==> src/rtl/mux_n_1_stream_pkg.sv <==
// Shared constants and helpers for the N:1 stream multiplexer.
// The lock-state enum is only referenced when MUX_N_1_STREAM_PKT_LOCK_EN is defined.
package mux_pkg;

   localparam int MUX_MODE_SEL = 0;
   localparam int MUX_MODE_RR  = 1;

   typedef enum logic {
      LOCK_UNLOCKED = 1'b0,
      LOCK_LOCKED   = 1'b1
   } lock_state_e;

   // Smallest w with 2**w >= value; the loop stops short of the sign bit.
   function automatic int clog2(input int value);
      int w;
      w = 0;
      for (int i = 0; i < 31; i++) begin
         if ((1 << i) < value) w = i + 1;
      end
      return w;
   endfunction

endpackage

==> src/rtl/mux_n_1_stream_rr_arbiter.sv <==
// Round-robin arbiter: grants the first requester at or after the rotating pointer,
// and moves the pointer one past the granted channel when 'advance' is high.
module rr_arbiter
   import mux_pkg::*;
#(
   parameter  int N     = 4,
   localparam int SEL_W = clog2(N)
) (
   input  logic             clk,
   input  logic             rst_n,
   input  logic [N-1:0]     req,
   input  logic             advance,
   output logic [N-1:0]     gnt,
   output logic [SEL_W-1:0] gnt_idx,
   output logic             has_gnt
);

   logic [SEL_W-1:0] ptr_q, ptr_d;
   logic [SEL_W-1:0] cand;

   function automatic logic [SEL_W-1:0] wrapAdd(input logic [SEL_W-1:0] base, input int off);
      int s;
      s = int'(base) + off;
      if (s >= N) s = s - N;
      return SEL_W'(s);
   endfunction

   always_comb begin
      gnt     = '0;
      gnt_idx = '0;
      has_gnt = 1'b0;
      cand    = '0;
      for (int k = 0; k < N; k++) begin
         cand = wrapAdd(ptr_q, k);
         if (!has_gnt && req[cand]) begin
            has_gnt    = 1'b1;
            gnt_idx    = cand;
            gnt[cand]  = 1'b1;
         end
      end
   end

   always_comb begin
      ptr_d = ptr_q;
      if (advance && has_gnt) ptr_d = wrapAdd(gnt_idx, 1);
   end

   always_ff @(posedge clk or negedge rst_n) begin
      if (!rst_n) ptr_q <= '0;
      else        ptr_q <= ptr_d;
   end

endmodule

==> src/rtl/mux_n_1_stream.sv <==
// Registered N:1 valid/ready stream multiplexer with external-select or round-robin choice.
// Optional packet locking (in_last/out_last) is enabled by defining MUX_N_1_STREAM_PKT_LOCK_EN.
module mux_n_1_stream
   import mux_pkg::*;
#(
   parameter  int WIDTH    = 8,
   parameter  int N        = 4,
   parameter  int ARB_MODE = MUX_MODE_SEL,
   localparam int SEL_W    = clog2(N)
) (
   input  logic               clk,
   input  logic               rst_n,
   input  logic [N*WIDTH-1:0] in_data,
   input  logic [N-1:0]       in_valid,
   output logic [N-1:0]       in_ready,
   input  logic [SEL_W-1:0]   sel,
   output logic [WIDTH-1:0]   out_data,
   output logic               out_valid,
   input  logic               out_ready,
   output logic [SEL_W-1:0]   grant
`ifdef MUX_N_1_STREAM_PKT_LOCK_EN
   ,
   input  logic [N-1:0]       in_last,
   output logic               out_last
`endif
);

   logic [SEL_W-1:0] selEff;
   logic [SEL_W-1:0] chosenIdx;
   logic [N-1:0]     arbReq;
   logic [N-1:0]     chosenOneHot;
   logic             chosenValid;
   logic [WIDTH-1:0] chosenData;
   logic             load;
   logic             xfer;

   logic [WIDTH-1:0] outData_q, outData_d;
   logic             outValid_q, outValid_d;
   logic [SEL_W-1:0] grant_q, grant_d;

`ifdef MUX_N_1_STREAM_PKT_LOCK_EN
   lock_state_e      lockState_q, lockState_d;
   logic [SEL_W-1:0] lockCh_q, lockCh_d;
   logic             chosenLast;
   logic             outLast_q, outLast_d;

   // While locked, only the locked channel may be chosen, whatever sel or the arbiter say.
   always_comb begin
      arbReq = in_valid;
      selEff = sel;
      if (lockState_q == LOCK_LOCKED) begin
         selEff = lockCh_q;
         arbReq = '0;
         for (int i = 0; i < N; i++) begin
            if (SEL_W'(i) == lockCh_q) arbReq[i] = in_valid[i];
         end
      end
   end

   always_comb begin
      lockState_d = lockState_q;
      lockCh_d    = lockCh_q;
      if (xfer) begin
         if (chosenLast) begin
            lockState_d = LOCK_UNLOCKED;
         end else begin
            lockState_d = LOCK_LOCKED;
            lockCh_d    = chosenIdx;
         end
      end
   end

   always_ff @(posedge clk or negedge rst_n) begin
      if (!rst_n) begin
         lockState_q <= LOCK_UNLOCKED;
         lockCh_q    <= '0;
      end else begin
         lockState_q <= lockState_d;
         lockCh_q    <= lockCh_d;
      end
   end
`else
   assign arbReq = in_valid;
   assign selEff = sel;
`endif

   generate
      if (ARB_MODE == MUX_MODE_RR) begin : g_rr
         logic advance;
`ifdef MUX_N_1_STREAM_PKT_LOCK_EN
         assign advance = xfer & chosenLast;
`else
         assign advance = xfer;
`endif
         rr_arbiter #(.N(N)) u_arb (
            .clk     (clk),
            .rst_n   (rst_n),
            .req     (arbReq),
            .advance (advance),
            .gnt     (chosenOneHot),
            .gnt_idx (chosenIdx),
            .has_gnt (chosenValid)
         );
      end else begin : g_sel
         // A select value of N or more decodes to no channel at all.
         always_comb begin
            chosenOneHot = '0;
            for (int i = 0; i < N; i++) begin
               if (SEL_W'(i) == selEff) chosenOneHot[i] = 1'b1;
            end
         end
         assign chosenIdx   = selEff;
         assign chosenValid = |(chosenOneHot & arbReq);
      end
   endgenerate

   always_comb begin
      chosenData = '0;
`ifdef MUX_N_1_STREAM_PKT_LOCK_EN
      chosenLast = 1'b0;
`endif
      for (int i = 0; i < N; i++) begin
         if (SEL_W'(i) == chosenIdx) begin
            chosenData = in_data[i*WIDTH +: WIDTH];
`ifdef MUX_N_1_STREAM_PKT_LOCK_EN
            chosenLast = in_last[i];
`endif
         end
      end
   end

   assign load     = !outValid_q || out_ready;
   assign xfer     = load && chosenValid;
   assign in_ready = (xfer && rst_n) ? chosenOneHot : '0;

   always_comb begin
      outData_d  = outData_q;
      outValid_d = outValid_q;
      grant_d    = grant_q;
`ifdef MUX_N_1_STREAM_PKT_LOCK_EN
      outLast_d  = outLast_q;
`endif
      if (xfer) begin
         outData_d  = chosenData;
         outValid_d = 1'b1;
         grant_d    = chosenIdx;
`ifdef MUX_N_1_STREAM_PKT_LOCK_EN
         outLast_d  = chosenLast;
`endif
      end else if (out_ready) begin
         outValid_d = 1'b0;
      end
   end

   always_ff @(posedge clk or negedge rst_n) begin
      if (!rst_n) begin
         outData_q  <= '0;
         outValid_q <= 1'b0;
         grant_q    <= '0;
`ifdef MUX_N_1_STREAM_PKT_LOCK_EN
         outLast_q  <= 1'b0;
`endif
      end else begin
         outData_q  <= outData_d;
         outValid_q <= outValid_d;
         grant_q    <= grant_d;
`ifdef MUX_N_1_STREAM_PKT_LOCK_EN
         outLast_q  <= outLast_d;
`endif
      end
   end

   assign out_data  = outData_q;
   assign out_valid = outValid_q;
   assign grant     = grant_q;
`ifdef MUX_N_1_STREAM_PKT_LOCK_EN
   assign out_last  = outLast_q;
`endif

endmodule

==> config.mk <==
export PLATFORM = sky130hd
export DESIGN_NAME = mux_n_1_stream
export DESIGN_NICKNAME = d
export VERILOG_FILES = /design/src/rtl/mux_n_1_stream_pkg.sv /design/src/rtl/mux_n_1_stream_rr_arbiter.sv /design/src/rtl/mux_n_1_stream.sv
export SDC_FILE = /design/constraint.sdc
export NUM_CORES = 1
export LEC_CHECK = 0
export ABC_AREA = 1
export CORE_ASPECT_RATIO = 1.4
export CORE_MARGIN = 3
export CORE_UTILIZATION = 30
export CTS_BUF_LIST = sky130_fd_sc_hd__clkbuf_8
export DETAILED_ROUTE_END_ITERATION = 10
export DONT_BUFFER_PORTS = 1
export GPL_TIMING_DRIVEN = 0
export HOLD_SLACK_MARGIN = 0.06
export PLACE_DENSITY = 0.46
export SYNTH_ARGS = -nofsm -noshare
export SYNTH_HDL_FRONTEND = slang
export SYNTH_SLANG_ARGS = --single-unit
==> constraint.sdc <==
create_clock -name clk -period 3.7 [get_ports clk]
set_clock_uncertainty 0.05 [all_clocks]
set_input_delay 1.11 -clock clk [delete_from_list [all_inputs] [get_ports clk]]
set_output_delay 1.11 -clock clk [all_outputs]
set_load 0.05 [all_outputs]
; Word level (Yosys, flattened, before mapping)
; Index checks and enable logic that the tools add are counted.
[classes]
n_eq_ne = 3
n_shift = 0
bitwise_logic = 1
div = 0
n_reduce_logical = 7
n_lt_le_gt_ge = 0
multipliers = 0
addsub = 0
muxes = 11
[op_table]
columns = cell, n
row1 = 8-bit 2-to-1 mux, 4
row2 = 1-bit 2-to-1 mux, 6
row3 = 4-bit AND, 1
row4 = 2-bit == test (first input constant), 2
row5 = 4-bit 2-to-1 mux, 1
row6 = 4-bit OR reduction, 1
row7 = 1-bit by 2-bit == test with 1-bit output (first input constant), 1
row8 = 1-bit logical AND, 2
row9 = 2-bit logical NOT, 1
row10 = 2-bit nonzero test, 1
row11 = 1-bit logical NOT, 1
row12 = 1-bit logical OR, 1
[totals]
latchBits = 0
input_bits = 41
ram_bits = 0
romBits = 0
ff_bits = 11
output_inout_bits = 15
wordCells = 25
memories = 0

; Logic depth before layout (Yosys ltp)
[depth]
depth_word = 7
mapped_depth = 8
depth_no_buf = 7

; Worst setup path before layout
; Ideal clock, no wire load.
[synth_timing]
path_type = input to output
startpoint = input port sel[1]
endpoint = output port in_ready[0]
path_buffers = 1
t_arrival_ns = 2.168
slack_ns = 0.372
path_stages = 8
required_ns = 2.540
path_cell_list = buf_6 > nor2_8 > nand2_4 > nand2_4 > inv_2 > nand2_4 > nand3_4 > nor2_2
[synth_via]
elab_chain_cells = 7
elab_cells_between_ends = 13
cone_classes = eq/ne: 3 / mux: 5 / bitwise: 1 / reduce/logical: 4
[synth_rtl]
columns = item, line
row1 = "start, declared", mux_n_1_stream.sv:16  ; input logic [SEL_W-1:0] sel,
row2 = "1-bit by 2-bit == test with 1-bit output, or another cell as far along", mux_n_1_stream.sv:109  ; if (SEL_W'(i) == selEff) chosenOneHot[i] = 1'b1;
row3 = 1-bit 2-to-1 mux, mux_n_1_stream.sv:109
row4 = 4-bit AND, mux_n_1_stream.sv:113  ; assign chosenValid = |(chosenOneHot & arbReq);
row5 = 4-bit OR reduction, mux_n_1_stream.sv:113
row6 = 1-bit logical AND, mux_n_1_stream.sv:133  ; assign xfer = load && chosenValid;
row7 = 1-bit logical AND, mux_n_1_stream.sv:134  ; assign in_ready = (xfer && rst_n) ? chosenOneHot : '0;
row8 = 4-bit 2-to-1 mux (*), mux_n_1_stream.sv:134
row9 = "end, declared", mux_n_1_stream.sv:15  ; output logic [N-1:0] in_ready,
; Every way passes the cells marked *; elsewhere a longest branch is shown, timed or not.

; Worst setup path after layout
[layout_timing]
startpoint = input port sel[1]
endpoint = output port in_ready[3]
; Same word-level chain as after synthesis.

==> run summary <==
Grt met1 use: 15.0%
Area of the multi-input gates: 497 um2
Setup Slack @ Placement: 0.272 ns
Clk_lat worst skew: 0.23 ns
Total GRT Usage: 12.9%
Worst hold margin: 0.520 ns
Fraction of layout cells with a size suffix above 1: 22.9%
Drc violations: 0
Post-synth top cells: nand2_1 (62), dfrtp_1 (11), nand4_1 (8), inv_1 (7), nor2_2 (7)
Finished Cell Area: 922 um2
Die area: 0.00345 mm2
Synth async-reset ratio: 100%
DP HPWL: 1680 um
Total CTS buffers: 3
Vias in the first global route: 702
Port buffer count: 0
GPL Wtd Cong: 0.754
Ys Warns: 0
Max_cap viols: 0
Sink Count: 11
Post-Synthesis Cells: 114
Worst EP required: 2.54 ns
Nets: 160
Wire length per cell: 12.6 um
Final Cycle Share: 92.1%
Critical Path Fanout Max: 10
Met3 global-route usage: 3.27%
Critical path endpoint category: output pin
Initial antenna violation count: 0
Gr busiest metal: met2
PostCTS Resize Cnt: 0
TritonCTS clock tree: built
Flops & latches, synth: 11
Crit path buf inv count: 2
Slowest CP cell: nor2_2
# IOs: 56
Pwr Total: 460 uW
Reg2Reg Launch Point: out_valid
Top post-synthesis cells by area: dfrtp_1 (33%), nand2_1 (28%), nand4_1 (6.0%)
Final Max Tran Viols: 0
Synth Cell Area: 832 um2
Max_slew headroom: 62.8%
Final count of hold timing violations: 0
Largest net degree at the start of global routing: 13
Die X: 50.5 um
Root Driver: clkbuf_8
Post-synth cell types: 14
Critical-path cell list: buf_6 -> nor2_8 -> nand2_4 -> nand2_4 -> inv_2 -> nand2_4 -> nand3_4 -> nor2_2
Post-synth EDFFs: 0
Sequential Area: 275 um2
Syn_nets: 155
FILL cells: 306
Vias: 714
Cts hold-fix bufs: 0
Dominant delay contributor by cell family on the critical path: simple AND/OR/NAND/NOR gates
Initial Utilization: 31.5%
Top cell by count, worst path: nand2_4
Synth top area share: 33.1%
Max VDD drop: 113 uV
Min Tclk post-route: 3.41 ns
Status: finished, final reports clean
HP Class: input pin to asynchronous set/reset pin
Power per cell area: 498 mW/mm2
Yosys top cell by area: dfrtp_1
Total Wirelength: 1940 um
Chip Height: 68.3 um
RR Endpoint: out_data[6]
Layout Cells excl Fill: 154
P_leak: 0.451 nW
Drt via density: 4.64
Clk slew on worst S/H paths: 0.05 ns
Worst setup margin: 0.290 ns
Final setup viols: 0
Least-Margin Pin Slew: 0.557 ns
Area grow syn2layout: 10.8%
Setup bufs post-CTS: 0
CTS max path bufs: 2
RSZ-0062 raised after global routing: no
Number of cell rows: 22
Area of the core: 0.00264 mm2
Setup TNS: 0 ns
Most common cell in the synthesized netlist: nand2_1
Crit path DAT: 2.25 ns
CP Class: input pin to output pin
Startpoint types: input pin
Post-DP Area: 877 um2
Met2 GRT Util: 20.9%
R2r setup slk: 2.09 ns
H-tree Lvls: 1
Grt ovf: 0
Fmax: 0.293 GHz
Worst stage delay on the critical path: 0.46 ns
Post-route ant nets: 0
First-pass GRT wire length: 3330 um
Util after Layout: 34.9%
Mean Syn Cell Area: 7.30 um2
Placed Instances: 150
Reg2Reg Depth: 6
DR pass1 iterations: 4
Most used flip-flop cell after synthesis: dfrtp_1
Post-synthesis sequential area ratio: 33.1%
Antenna diodes: 0
Initial DRC Count: 10
worst reg2reg max path: stages (launching register included):
cell	delay (ns)
dfrtp_1	0.63
inv_1	0.10
nor2_2	0.23
inv_1	0.19
o21ai_4	0.16
nand2_1	0.10
nand2_1	0.08
registers in the layout, indices dropped and copies added (netlist names):
| name | count |
|---|---|
| out_valid | 1 |
| out_data | 8 |
| grant | 2 |
power by group:
part | switching (mW) | internal (mW)
Combinational | 0.0561 | 0.0306
Clock | 0.0408 | 0.0725
Sequential | 0.114 | 0.145
Total | 0.211 | 0.248
cell usage in the layout, fill, tap and decap left out, types with 2 or more instances in the layout:
master,netlist,layout
clkbuf_8,0,3
dfrtp_1,11,11
nor2_8,2,2
nor2_2,7,7
nand3_2,3,3
nand4_1,8,8
inv_2,3,3
nand2_4,4,4
buf_6,2,2
nand3_1,2,2
inv_1,7,8
nand2_1,62,62
routing by layer:
layer | vias to the layer above | part of all wire (%) | routed length (um)
li1 | 361 | - | -
met1 | 310 | 39 | 761
met2 | 41 | 48 | 933
met3 | 2 | 11 | 211
met4 | 0 | 1.8 | 34
met5 | - | 0 | 0
logic make-up after synthesis:
kind of cell	Yosys count	synth area share (%)
AO/OA/AOI/OAI	1	1.96
buffers and inverters	12	7.22
flip-flops	11	33.1
AND/OR/NAND/NOR	90	57.7
worst max path at each step:
stage	start	endpoint	slack, ns	depth (start not counted)
after floorplan	sel[1]	in_ready[0]	0.37	8
after global placement	sel[1]	in_ready[3]	0.28	8
after detailed placement	sel[1]	in_ready[3]	0.27	8
after CTS	sel[1]	in_ready[3]	0.27	8
after global routing	sel[1]	in_ready[3]	0.20	8
final	sel[1]	in_ready[3]	0.29	8
final cells by class:
cell class                      instances  area share, %
Multi-Input combinational cell         91           53.9
Sequential cell                        11           29.9
Tap cell                               36           4.88
Clock buffer                            3           4.48
Inverter                               10           4.07
Buffer                                  2           2.44
Clock inverter                          1          0.407
No activity file was read; power rests on OpenSTA's default activity.
